## config.mk

```make
export PLATFORM = sky130hd
export DESIGN_NAME = mem_wb_stage
export DESIGN_NICKNAME = d
export VERILOG_FILES = /design/src/rtl/mips_pkg.sv /design/src/rtl/mem_wb_stage_load_align.sv /design/src/rtl/mem_wb_stage.sv
export SDC_FILE = /design/constraint.sdc
export NUM_CORES = 1
export LEC_CHECK = 0
export CORE_ASPECT_RATIO = 0.7
export CORE_MARGIN = 2
export CORE_UTILIZATION = 45
export CTS_CLUSTER_SIZE = 12
export DETAILED_ROUTE_END_ITERATION = 8
export PLACE_DENSITY_LB_ADDON = 0.1
export RECOVER_POWER = 50
export REMOVE_ABC_BUFFERS = 1
export SLEW_MARGIN = 40
export SYNTH_ARGS = -nofsm -noshare
export SYNTH_HDL_FRONTEND = slang
export SYNTH_HIERARCHICAL = 1
export SYNTH_SLANG_ARGS = --single-unit
```

## constraint.sdc

```tcl
create_clock -name clk -period 2.9 [get_ports clk]
set_clock_uncertainty 0.2 [all_clocks]
set_input_delay 0.58 -clock clk [delete_from_list [all_inputs] [get_ports clk]]
set_output_delay 0.58 -clock clk [all_outputs]
set_load 0.03 [all_outputs]
```

## src/rtl/mips_pkg.sv

```systemverilog
// Shared MIPS definitions: load opcodes, load-kind encoding and the opcode decoder.
package mips_pkg;

    localparam logic [5:0] OP_LB  = 6'b100000;
    localparam logic [5:0] OP_LH  = 6'b100001;
    localparam logic [5:0] OP_LW  = 6'b100011;
    localparam logic [5:0] OP_LBU = 6'b100100;
    localparam logic [5:0] OP_LHU = 6'b100101;

    typedef enum logic [2:0] {
        LD_NONE = 3'd0,
        LD_B    = 3'd1,
        LD_BU   = 3'd2,
        LD_H    = 3'd3,
        LD_HU   = 3'd4,
        LD_W    = 3'd5
    } ld_kind_e;

    function automatic ld_kind_e load_kind(input logic [5:0] op);
        ld_kind_e k;
        case (op)
            OP_LB:   k = LD_B;
            OP_LBU:  k = LD_BU;
            OP_LH:   k = LD_H;
            OP_LHU:  k = LD_HU;
            OP_LW:   k = LD_W;
            default: k = LD_NONE;
        endcase
        return k;
    endfunction

endpackage

```

## src/rtl/mem_wb_stage_load_align.sv

```systemverilog
// Combinational little-endian sub-word load alignment with sign/zero extension.
// Shared with the forwarding path, so it carries no state.
module load_align
    import mips_pkg::*;
#(
    parameter int XLEN  = 32,
    parameter int OFF_W = $clog2(XLEN / 8)
) (
    input  ld_kind_e              kind_i,
    input  logic     [OFF_W-1:0]  off_i,
    input  logic     [XLEN-1:0]   word_i,
    output logic     [XLEN-1:0]   data_o
);

    logic [XLEN-1:0] byte_sh;
    logic [XLEN-1:0] half_sh;

    // Halfword lane ignores the low offset bit, so misaligned addresses truncate.
    always_comb begin
        byte_sh = word_i >> {off_i, 3'b000};
        half_sh = word_i >> {off_i[OFF_W-1:1], 4'b0000};
    end

    always_comb begin
        data_o = '0;
        case (kind_i)
            LD_B:    data_o = XLEN'($signed(byte_sh[7:0]));
            LD_BU:   data_o = XLEN'(byte_sh[7:0]);
            LD_H:    data_o = XLEN'($signed(half_sh[15:0]));
            LD_HU:   data_o = XLEN'(half_sh[15:0]);
            LD_W:    data_o = XLEN'($signed(word_i[31:0]));
            default: data_o = '0;
        endcase
    end

endmodule

```

## src/rtl/mem_wb_stage.sv

```systemverilog
// MEM/WB pipeline register: load alignment, write-back data select, valid-gated
// write enables and a retired-instruction counter. State updates on the falling edge.
module mem_wb_stage
    import mips_pkg::*;
#(
    parameter int XLEN  = 32,
    parameter int RAW   = 5,
    parameter int CNT_W = 48
) (
    input  logic             clk,
    input  logic             rst_n,
    input  logic             stall_i,
    input  logic             flush_i,
    input  logic             bubble_i,
    input  logic             valid_i,
    input  logic [XLEN-1:0]  pc_i,
    input  logic [5:0]       op_i,
    input  logic [5:0]       func_i,
    input  logic [RAW-1:0]   rd_i,
    input  logic [RAW-1:0]   rw_i,
    input  logic [XLEN-1:0]  mem_rdata_i,
    input  logic [XLEN-1:0]  result_i,
    input  logic [XLEN-1:0]  result_next_i,
    input  logic             regwr_i,
    input  logic             cpr_wr_i,
    input  logic             hi_wr_i,
    input  logic             lo_wr_i,
    input  logic             hilo_wr_i,
    output logic             wb_valid_o,
    output logic [XLEN-1:0]  wb_pc_o,
    output logic [XLEN-1:0]  wb_result_next_o,
    output logic [5:0]       wb_op_o,
    output logic [5:0]       wb_func_o,
    output logic [RAW-1:0]   wb_rd_o,
    output logic [RAW-1:0]   wb_rw_o,
    output logic [XLEN-1:0]  wb_wdata_o,
    output logic             wb_memtoreg_o,
    output logic             wb_regwr_o,
    output logic             wb_cpr_wr_o,
    output logic             wb_hi_wr_o,
    output logic             wb_lo_wr_o,
    output logic             wb_hilo_wr_o,
    output logic [CNT_W-1:0] instret_o
);

    localparam int OFF_W = $clog2(XLEN / 8);

    ld_kind_e        kind;
    logic [XLEN-1:0] load_data;
    logic [XLEN-1:0] wdata_in;
    logic            valid_in;

    logic             valid_d,       valid_q;
    logic [XLEN-1:0]  pc_d,          pc_q;
    logic [XLEN-1:0]  result_next_d, result_next_q;
    logic [5:0]       op_d,          op_q;
    logic [5:0]       func_d,        func_q;
    logic [RAW-1:0]   rd_d,          rd_q;
    logic [RAW-1:0]   rw_d,          rw_q;
    logic [XLEN-1:0]  wdata_d,       wdata_q;
    logic             memtoreg_d,    memtoreg_q;
    logic             regwr_d,       regwr_q;
    logic             cpr_wr_d,      cpr_wr_q;
    logic             hi_wr_d,       hi_wr_q;
    logic             lo_wr_d,       lo_wr_q;
    logic             hilo_wr_d,     hilo_wr_q;
    logic [CNT_W-1:0] instret_d,     instret_q;

    load_align #(
        .XLEN (XLEN)
    ) u_load_align (
        .kind_i (kind),
        .off_i  (result_i[OFF_W-1:0]),
        .word_i (mem_rdata_i),
        .data_o (load_data)
    );

    always_comb begin
        kind     = load_kind(op_i);
        wdata_in = (kind != LD_NONE) ? load_data : result_i;
        valid_in = valid_i & ~bubble_i;
    end

    // Flush beats stall; a captured entry carries its enables pre-gated by valid.
    always_comb begin
        valid_d       = valid_q;
        pc_d          = pc_q;
        result_next_d = result_next_q;
        op_d          = op_q;
        func_d        = func_q;
        rd_d          = rd_q;
        rw_d          = rw_q;
        wdata_d       = wdata_q;
        memtoreg_d    = memtoreg_q;
        regwr_d       = regwr_q;
        cpr_wr_d      = cpr_wr_q;
        hi_wr_d       = hi_wr_q;
        lo_wr_d       = lo_wr_q;
        hilo_wr_d     = hilo_wr_q;
        if (flush_i) begin
            valid_d       = 1'b0;
            pc_d          = '0;
            result_next_d = '0;
            op_d          = '0;
            func_d        = '0;
            rd_d          = '0;
            rw_d          = '0;
            wdata_d       = '0;
            memtoreg_d    = 1'b0;
            regwr_d       = 1'b0;
            cpr_wr_d      = 1'b0;
            hi_wr_d       = 1'b0;
            lo_wr_d       = 1'b0;
            hilo_wr_d     = 1'b0;
        end else if (!stall_i) begin
            valid_d       = valid_in;
            pc_d          = pc_i;
            result_next_d = result_next_i;
            op_d          = op_i;
            func_d        = func_i;
            rd_d          = rd_i;
            rw_d          = rw_i;
            wdata_d       = wdata_in;
            memtoreg_d    = valid_in & (kind != LD_NONE);
            regwr_d       = valid_in & regwr_i & (rw_i != '0);
            cpr_wr_d      = valid_in & cpr_wr_i;
            hi_wr_d       = valid_in & hi_wr_i;
            lo_wr_d       = valid_in & lo_wr_i;
            hilo_wr_d     = valid_in & hilo_wr_i;
        end
    end

    // The outgoing entry retires as it leaves, even if a flush replaces it.
    always_comb begin
        instret_d = instret_q;
        if (valid_q && !stall_i) begin
            instret_d = instret_q + CNT_W'(1);
        end
    end

    always_ff @(negedge clk or negedge rst_n) begin
        if (!rst_n) begin
            valid_q       <= 1'b0;
            pc_q          <= '0;
            result_next_q <= '0;
            op_q          <= '0;
            func_q        <= '0;
            rd_q          <= '0;
            rw_q          <= '0;
            wdata_q       <= '0;
            memtoreg_q    <= 1'b0;
            regwr_q       <= 1'b0;
            cpr_wr_q      <= 1'b0;
            hi_wr_q       <= 1'b0;
            lo_wr_q       <= 1'b0;
            hilo_wr_q     <= 1'b0;
            instret_q     <= '0;
        end else begin
            valid_q       <= valid_d;
            pc_q          <= pc_d;
            result_next_q <= result_next_d;
            op_q          <= op_d;
            func_q        <= func_d;
            rd_q          <= rd_d;
            rw_q          <= rw_d;
            wdata_q       <= wdata_d;
            memtoreg_q    <= memtoreg_d;
            regwr_q       <= regwr_d;
            cpr_wr_q      <= cpr_wr_d;
            hi_wr_q       <= hi_wr_d;
            lo_wr_q       <= lo_wr_d;
            hilo_wr_q     <= hilo_wr_d;
            instret_q     <= instret_d;
        end
    end

    always_comb begin
        wb_valid_o       = valid_q;
        wb_pc_o          = pc_q;
        wb_result_next_o = result_next_q;
        wb_op_o          = op_q;
        wb_func_o        = func_q;
        wb_rd_o          = rd_q;
        wb_rw_o          = rw_q;
        wb_wdata_o       = wdata_q;
        wb_memtoreg_o    = memtoreg_q;
        wb_regwr_o       = regwr_q;
        wb_cpr_wr_o      = cpr_wr_q;
        wb_hi_wr_o       = hi_wr_q;
        wb_lo_wr_o       = lo_wr_q;
        wb_hilo_wr_o     = hilo_wr_q;
        instret_o        = instret_q;
    end

endmodule

```

Word level (Yosys, flattened, before mapping)
Index checks and enable logic that the tools add are counted.

Bitwise logic cells: 9. $add $sub $neg: 1. Shifts and indexed selects: 2. Reductions and logical operators: 4. Eq/ne operators: 11. Multiplexer cells: 31.

Operators with widths (count): 32-bit 2-to-1 mux (7); 32-bit case mux with 5 select lines (1); 48-bit by 1-bit adder with 48-bit output, second input constant (1); 32-bit by 5-bit right shift with 16-bit output (1); 32-bit by 5-bit right shift with 8-bit output (1); 6-bit == test, second input constant (5); 6-bit 2-to-1 mux (4); 5-bit 2-to-1 mux (4); 3-bit case mux with 5 select lines (1); 1-bit 2-to-1 mux (14); 1-bit bitwise AND (8); 3-bit by 2-bit == test with 1-bit output, second input constant (2); 3-bit == test, second input constant (2); 5-bit nonzero test (1); 3-bit by 1-bit == test with 1-bit output, second input constant (1); 3-bit nonzero test (1); 2-bit by 1-bit != test with 1-bit output, second input constant (1); 1-bit logical AND (1); 1-bit zero test (1); 1-bit inverter (1).

Output and inout port bits: 173. Word-level logic and storage cells: 73. Bits in registers: 173. Input bits: 161.

Logic depth before layout (Yosys ltp)
Gate-level depths: netlist (run 1).

Word-level depth: 7. Mapped depth: 12. Gate-level depth less buffers: 9.

Cells and area by module
Netlist (run 1), hierarchy kept.

By module, submodules not included: mem_wb_stage (cells each 723, sequential area each 4329.2 sq um, instances 1, area each 7772.5 sq um); load_align (cells each 141, sequential area each 0.0 sq um, instances 1, area each 1014.7 sq um).

==> metrics.md, run 1 <==
| Metric | Value |
|---|---|
| Critical path fanouts, max | 7 |
| Worst setup EP type | flop |
| Via/cell ratio | 5.50 |
| Die X | 171 µm |
| Routed WL | 36100 µm |
| Status | finished, violations left |
| CP required | 1630 ps |
| Drc violations | 0 |
| Peak VDD IR | 0.000326 V |
| TritonCTS clock tree | done |
| Sequential cell area fraction in the yosys report | 49.3% |
| Cell variety after synth | 57 |
| Finish-stage setup viols | 250 |
| Mean area per synthesized cell | 10.2 µm² |
| Post-Synth Adder-Cell Area | 0.142% |
| Cts hold-fix bufs | 0 |
| All-layer global routing usage | 31.8% |
| Clk pin slew, worst setup/hold paths | 50 ps |
| Starting density of the core | 46.2% |
| Area grow syn2layout | 84.7% |
| Initial drt markers | 613 |
| Total number of yosys warnings | 6 |
| Xor/xnor share of the synthesized area | 4.98% |
| Wire per inst | 21.4 µm |
| Post-synthesis cell area | 8790 µm² |
| Power consumption | 6.60 mW |
| Sink Count | 173 |
| TritonCTS Buffers | 17 |
| Full die area | 20700 µm² |
| Final Hold Slack | 293 ps |
| Multiplexer area fraction after synthesis | 11.3% |
| Crit start category | input pin |
| Hpwl dp | 21000 µm |
| Worst EP arrival | 2740 ps |
| Row count | 42 |
| Top_reg_cell synth | dfrtn_1 |
| Initial DRT Pass Iterations | 5 |
| Cell mode on critical path | buf_6 |
| Worst setup margin | -1110 ps |
| Power Dens Cells | 407 nW/µm² |
| Final Max Slew Viols | 0 |
| Share of cells above drive strength 1 | 42.0% |
| CTS H-tree lvls | 4 |
| Total number of vias | 9305 |
| Final core occ | 85.3% |
| Hold Path Class | flop to flop |
| Largest net degree at the start of global routing | 55 |
| Most common cell after layout, fill and taps aside | buf_4 |
| Fin nets | 1575 |
| Max incr delay on CP | 420 ps |
| Most frequent cells in the layout | buf_4, buf_6, dfrtn_1, clkdlybuf4s50_1, nor2_1 |
| Simple-gate share of the synthesized area | 20.7% |
| Vias in the first global route | 8961 |
| GP Congestion | 0.914 |
| IO Port Bufs | 333 |
| Failing checks | setup timing |
| Cell chain of the critical path | buf_6, or3b_4, nor3_4, and2b_2, buf_6, o41ai_4, buf_4, a221o_1, nand2_1, a311oi_1 |
| Compound-Gate Fraction of Synth Area | 9.63% |
| Number of synthesized flops with an enable pin | 0 |
| RSZ-0062 raised after global routing | yes |
| Post-route ant nets | 0 |
| CP max-delay cell | or3b_4 |
| Global-route wire length before repair | 50100 µm |
| Gate Count Post-Synth | 864 |
| I/O pin count | 334 |
| GR Overflow Total | 0 |
| Max-Cap Viols | 0 |
| Max Root-Sink Buffers | 2 |
| Worst-Margin Slew | 842 ps |
| Final Hold Vio Count | 0 |
| Initial antenna violation count | 0 |
| Leak | 8.18 nW |
| Slew margin rel. | 43.9% |
| Pre-CTS setup slack | -1930 ps |
| Fraction of registers with async set/reset | 100% |
| Core Area | 19000 µm² |
| #FFs+latches synth | 173 |
| CTS root buffer | clkbuf_16 |
| Die extent in y | 121 µm |
| Largest family of logic cells by synthesized area | simple AND/OR/NAND/NOR gates |
| Kind of critical path | input pin to flop |
| Clk Latency, worst-skew pair | 400 ps |
[synthesized netlist by cell type (7+ instances only)]
library cell | n | share of area (%)
nand2_1 | 120 | 5.1
buf_2 | 13 | 0.74
o2bb2ai_1 | 7 | 0.70
a311oi_1 | 32 | 3.2
a221o_1 | 9 | 1.0
xnor2_1 | 10 | 1.0
and4_1 | 7 | 0.70
inv_1 | 8 | 0.34
nor4_2 | 12 | 1.7
and3_1 | 7 | 0.50
nor2_1 | 141 | 6.0
nand3_1 | 26 | 1.5
a21oi_1 | 8 | 0.46
a21boi_2 | 10 | 1.3
a22o_1 | 7 | 0.70
mux2i_1 | 95 | 11
xor2_1 | 40 | 4.0
clkbuf_1 | 36 | 1.5
nor3_1 | 11 | 0.63
dfrtn_1 | 173 | 49
buf_1 | 9 | 0.38
nand4_1 | 13 | 0.93
[path summary, 6_finish.rpt]
path / start / endpoint / slack (ps) / depth (start not counted)
worst max-delay path: op_i[3] / wb_wdata_o[0] / -1110 / 10
worst min-delay path: wb_pc_o[6] / wb_pc_o[6] / 290 / 2
worst max register to register: instret_o[18] / instret_o[46] / -100 / 7
worst min register to register: wb_pc_o[6] / wb_pc_o[6] / 290 / 2
max in group asynchronous: rst_n / instret_o[3] / 100 / 2
min in group asynchronous: rst_n / wb_wdata_o[17] / 1380 / 1
[kinds of logic after synthesis]
family | count (synthesis)
adders and majority gates | 1
AOI/OAI and AO/OA | 94
DFF | 173
muxes | 98
and+or+nand+nor | 374
xor gates and xnor gates | 50
buffers and inverters | 74
[through the flow]
stage                     instances  cell area [µm²]  TNS, ps
final                          1691            16200  -103640
after global routing           1690            16200  -112360
after CTS                      1616            15400   -99870
after detailed placement       1514            13000  -148070
after global placement         1514            13000  -146280
after floorplan                 799             8480  -105230
[layer usage]
| layer | share of wire, % | GRT usage, % | vias up |
|---|---|---|---|
| met2 | 49 | 52.5 | 485 |
| met4 | 3.1 | 11.3 | 0 |
| met5 | 0 | 0 | - |
| met1 | 39 | 40.8 | 4574 |
| li1 | - | - | 4158 |
| met3 | 9.0 | 8.19 | 88 |
[worst max-delay path: cells and delay by family]
| family | cells | cell delay [ps] |
|---|---|---|
| and+or+nand+nor | 4 | 970 |
| buffers and inverters | 3 | 420 |
| AOI/OAI and AO/OA | 3 | 760 |
[power breakdown]
| group | leakage (nW) | internal, mW | switching, mW |
|---|---|---|---|
| Combinational | 5.59 | 0.795 | 0.780 |
| Sequential | 2.31 | 2.55 | 0.0962 |
| Clock | 0.286 | 1.24 | 1.14 |
[final cells by class]
cell class / instances / area [µm²]
timing repair buffer: 593 / 6070
multi-input combinational: 619 / 4860
sequential: 173 / 4330
fill: 1009 / 2790
clock buffer: 18 / 429
tap: 264 / 330
clock inverter: 14 / 171
inverter: 9 / 37.5
antenna: 1 / 2.50
[sequential cells by signal, indices dropped and copies added, names as in the netlist]
name,cells
wb_valid_o,1
wb_hi_wr_o,1
wb_result_next_o,32
wb_rd_o,5
wb_regwr_o,1
wb_lo_wr_o,1
wb_hilo_wr_o,1
instret_o,48
wb_memtoreg_o,1
wb_func_o,6
wb_cpr_wr_o,1
wb_wdata_o,32
wb_op_o,6
wb_pc_o,32
wb_rw_o,5
[timing repair]
| action | CTS | global route |
|---|---|---|
| gates resized for setup | 304 | 75 |
| pin swaps | 84 | 60 |
| setup endpoints to repair | 336 | 282 |
| cloned | 8 | 3 |
| setup buffers | 62 | 75 |
Note: power is estimated with default switching activity, not from simulation.
==> run 2: changes to the inputs <==
--- a/config.mk
+++ b/config.mk
@@ -5,14 +5,15 @@
 export SDC_FILE = /design/constraint.sdc
 export NUM_CORES = 1
 export LEC_CHECK = 0
-export CORE_ASPECT_RATIO = 0.7
 export CORE_MARGIN = 2
 export CORE_UTILIZATION = 45
 export CTS_CLUSTER_SIZE = 12
 export DETAILED_ROUTE_END_ITERATION = 8
+export HOLD_SLACK_MARGIN = 0.03
 export PLACE_DENSITY_LB_ADDON = 0.1
 export RECOVER_POWER = 50
 export REMOVE_ABC_BUFFERS = 1
+export SETUP_SLACK_MARGIN = 0.05
 export SLEW_MARGIN = 40
 export SYNTH_ARGS = -nofsm -noshare
 export SYNTH_HDL_FRONTEND = slang
==> run 2 against run 1 <==
- the run still ends with setup timing left
- design area fell by 0.79%
- flip-flop and latch count unchanged
- critical path depth stayed put
- combinational power about the same
- die area hardly changed
- total power down 1.0%
- via count grew 1.3%
- clock-buffer cell count increased by 3
- core utilization is 2.0 points lower
- hold slack better by 6.7 ps
- register-to-register slack lost 80 ps
- clock power decreased by 3%
- critical path type unchanged
- largest cell class unchanged
- largest power group unchanged
- highest routed layer unchanged
==> metrics.md, run 2 (synthesis gave the netlist of run 1 again) <==
| Metric | Value |
|---|---|
| Met2 WL post-DR | 18200 µm |
| Failing checks | setup timing |
| Die extent in y | 144 µm |
| I/O pin count | 334 |
| Status | finished, violations left |
| Initial antenna violation count | 0 |
| Worst setup EP type | flop |
| Met3 wire length | 2730 µm |
| Post-route ant nets | 0 |
| Highest routed metal layer | met4 |
| Crit start category | input pin |
| Slew margin rel. | 28.3% |
| Drc violations | 0 |
| CTS H-tree lvls | 4 |
| TritonCTS clock tree | done |
| Fin Setup TNS | -99360 ps |
| Core Area | 19300 µm² |
| Area grow syn2layout | 83.3% |
| Starting density of the core | 45.4% |
| Row count | 51 |
| Most common cell after layout, fill and taps aside | buf_6 |
| R2R depth | 6 |
| Vias in the first global route | 9095 |
| Routed WL | 35700 µm |
| Dpl cell area | 12800 µm² |
| Full die area | 20700 µm² |
| Total number of vias | 9427 |
| Cts hold-fix bufs | 0 |
| Critical path fanouts, max | 7 |
| Number of flip-flops in the largest register | 48 |
| Clk pin slew, worst setup/hold paths | 50 ps |
| Worst-Margin Slew | 1070 ps |
| GR Overflow Total | 0 |
| Hpwl dp | 19600 µm |
| Initial DRT Pass Iterations | 5 |
| Die X | 144 µm |
| WHS Path Cells | 2 |
| R2r setup slk | -180 ps |
| Final core occ | 83.3% |
| Sink Count | 173 |
| Wire per inst | 21.2 µm |
| Fin nets | 1571 |
| Finish-stage setup viols | 247 |
| WHS Endpoint | wb_pc_o[0] |
| All-layer global routing usage | 31.0% |
| Via/cell ratio | 5.59 |
| GP Congestion | 0.873 |
| WL met1 | 13400 µm |
| Layout Cells excl Fill | 1686 |
| Clk Latency, worst-skew pair | 400 ps |
| CP required | 1480 ps |
| Power Dens Cells | 406 nW/µm² |
| TritonCTS Buffers | 17 |
| Global-route wire length before repair | 49200 µm |
| Kind of critical path | input pin to flop |
| IO Port Bufs | 333 |
| Leak | 8.09 nW |
| Final Max Slew Viols | 0 |
| Final Hold Vio Count | 0 |
| Max Root-Sink Buffers | 2 |
| Peak VDD IR | 0.000406 V |
| Hold Path Class | flop to flop |
| Max-Cap Viols | 0 |
| Most frequent cells in the layout | buf_6, buf_4, dfrtn_1, clkdlybuf4s50_1, nor2_1 |
| Placed cell count | 1516 |
| RSZ-0062 raised after global routing | yes |
| CTS root buffer | clkbuf_16 |
| Worst Hold Launch | wb_pc_o[0] |
| Final Cell Area | 16100 µm² |
| Worst r2r dst | instret_o[38] |
| Largest net degree at the start of global routing | 56 |
| Share of cells above drive strength 1 | 41.4% |
| Worst setup margin | -998 ps |
| N_diodes | 0 |
| Initial drt markers | 583 |
| Worst EP arrival | 2480 ps |
| Power consumption | 6.54 mW |
| Reg2reg start | instret_o[18] |
==> run 2: changes by cell type in the layout (fill, tap and decap cells not counted), moves of 4 or more <==
| cell | change |
|---|---|
| nand3_1 | +4 |
| buf_6 | +11 |
| o2bb2ai_2 | -5 |
| buf_2 | -4 |
| o2bb2ai_1 | +7 |
| mux2i_2 | +5 |
| buf_4 | -7 |
| mux2i_1 | -5 |
| buf_12 | -7 |
| clkbuf_8 | +4 |
==> run 2: worst max-delay path by stage <==
stage                  from              to  cells past startpoint
finish              op_i[4]   wb_wdata_o[2]                     10
global route        op_i[4]   wb_wdata_o[2]                     10
CTS                 op_i[3]  wb_wdata_o[22]                     11
detailed placement  op_i[5]   wb_wdata_o[2]                      9
global placement    op_i[5]   wb_wdata_o[2]                      9
floorplan           op_i[4]   wb_wdata_o[0]                      8
==> run 2: cell type report <==
| class | count | area, µm² |
|---|---|---|
| flip-flops and latches | 173 | 4330 |
| clock inverters | 10 | 103 |
| clock buffers | 21 | 480 |
| inverters | 9 | 37.5 |
| fillers | 1052 | 3230 |
| well taps | 265 | 332 |
| multi-input cells | 620 | 4800 |
| repair buffers | 588 | 6020 |
==> run 2: critical path: stages <==
cell,delay [ps]
buf_6,90
or3b_4,440
nor3_4,190
buf_6,170
o21ai_1,100
a32o_2,290
buf_6,140
a221o_1,290
nand2_1,80
a311oi_2,90
==> run 2: routing by layer <==
metal | vias up | GRT usage [%]
li1 | 4141 | -
met1 | 4668 | 37.1
met2 | 499 | 53.2
met3 | 119 | 8.13
met4 | 0 | 12.2
met5 | - | 0
==> run 2: per-stage QoR <==
step | hold slack, ps | setup slack (ps)
6_report | 300 | -998
3_3_place_gp | 221 | -1940
5_1_grt | 324 | -1080
3_5_place_dp | 228 | -1980
2_1_floorplan | 364 | -2800
4_1_cts | 297 | -997
==> run 2: timing repair <==
item,4_1_cts,5_1_grt
pin swaps,74,64
endpoints found under the setup margin,336,293
gates cloned,11,3
setup buffers,61,68
gates resized for setup,332,62
==> run 2: report_power, final <==
part	internal [mW]	total, mW	switching (mW)
clock	1.28	2.31	1.03
combinational	0.811	1.58	0.768
sequential	2.55	2.65	0.0974
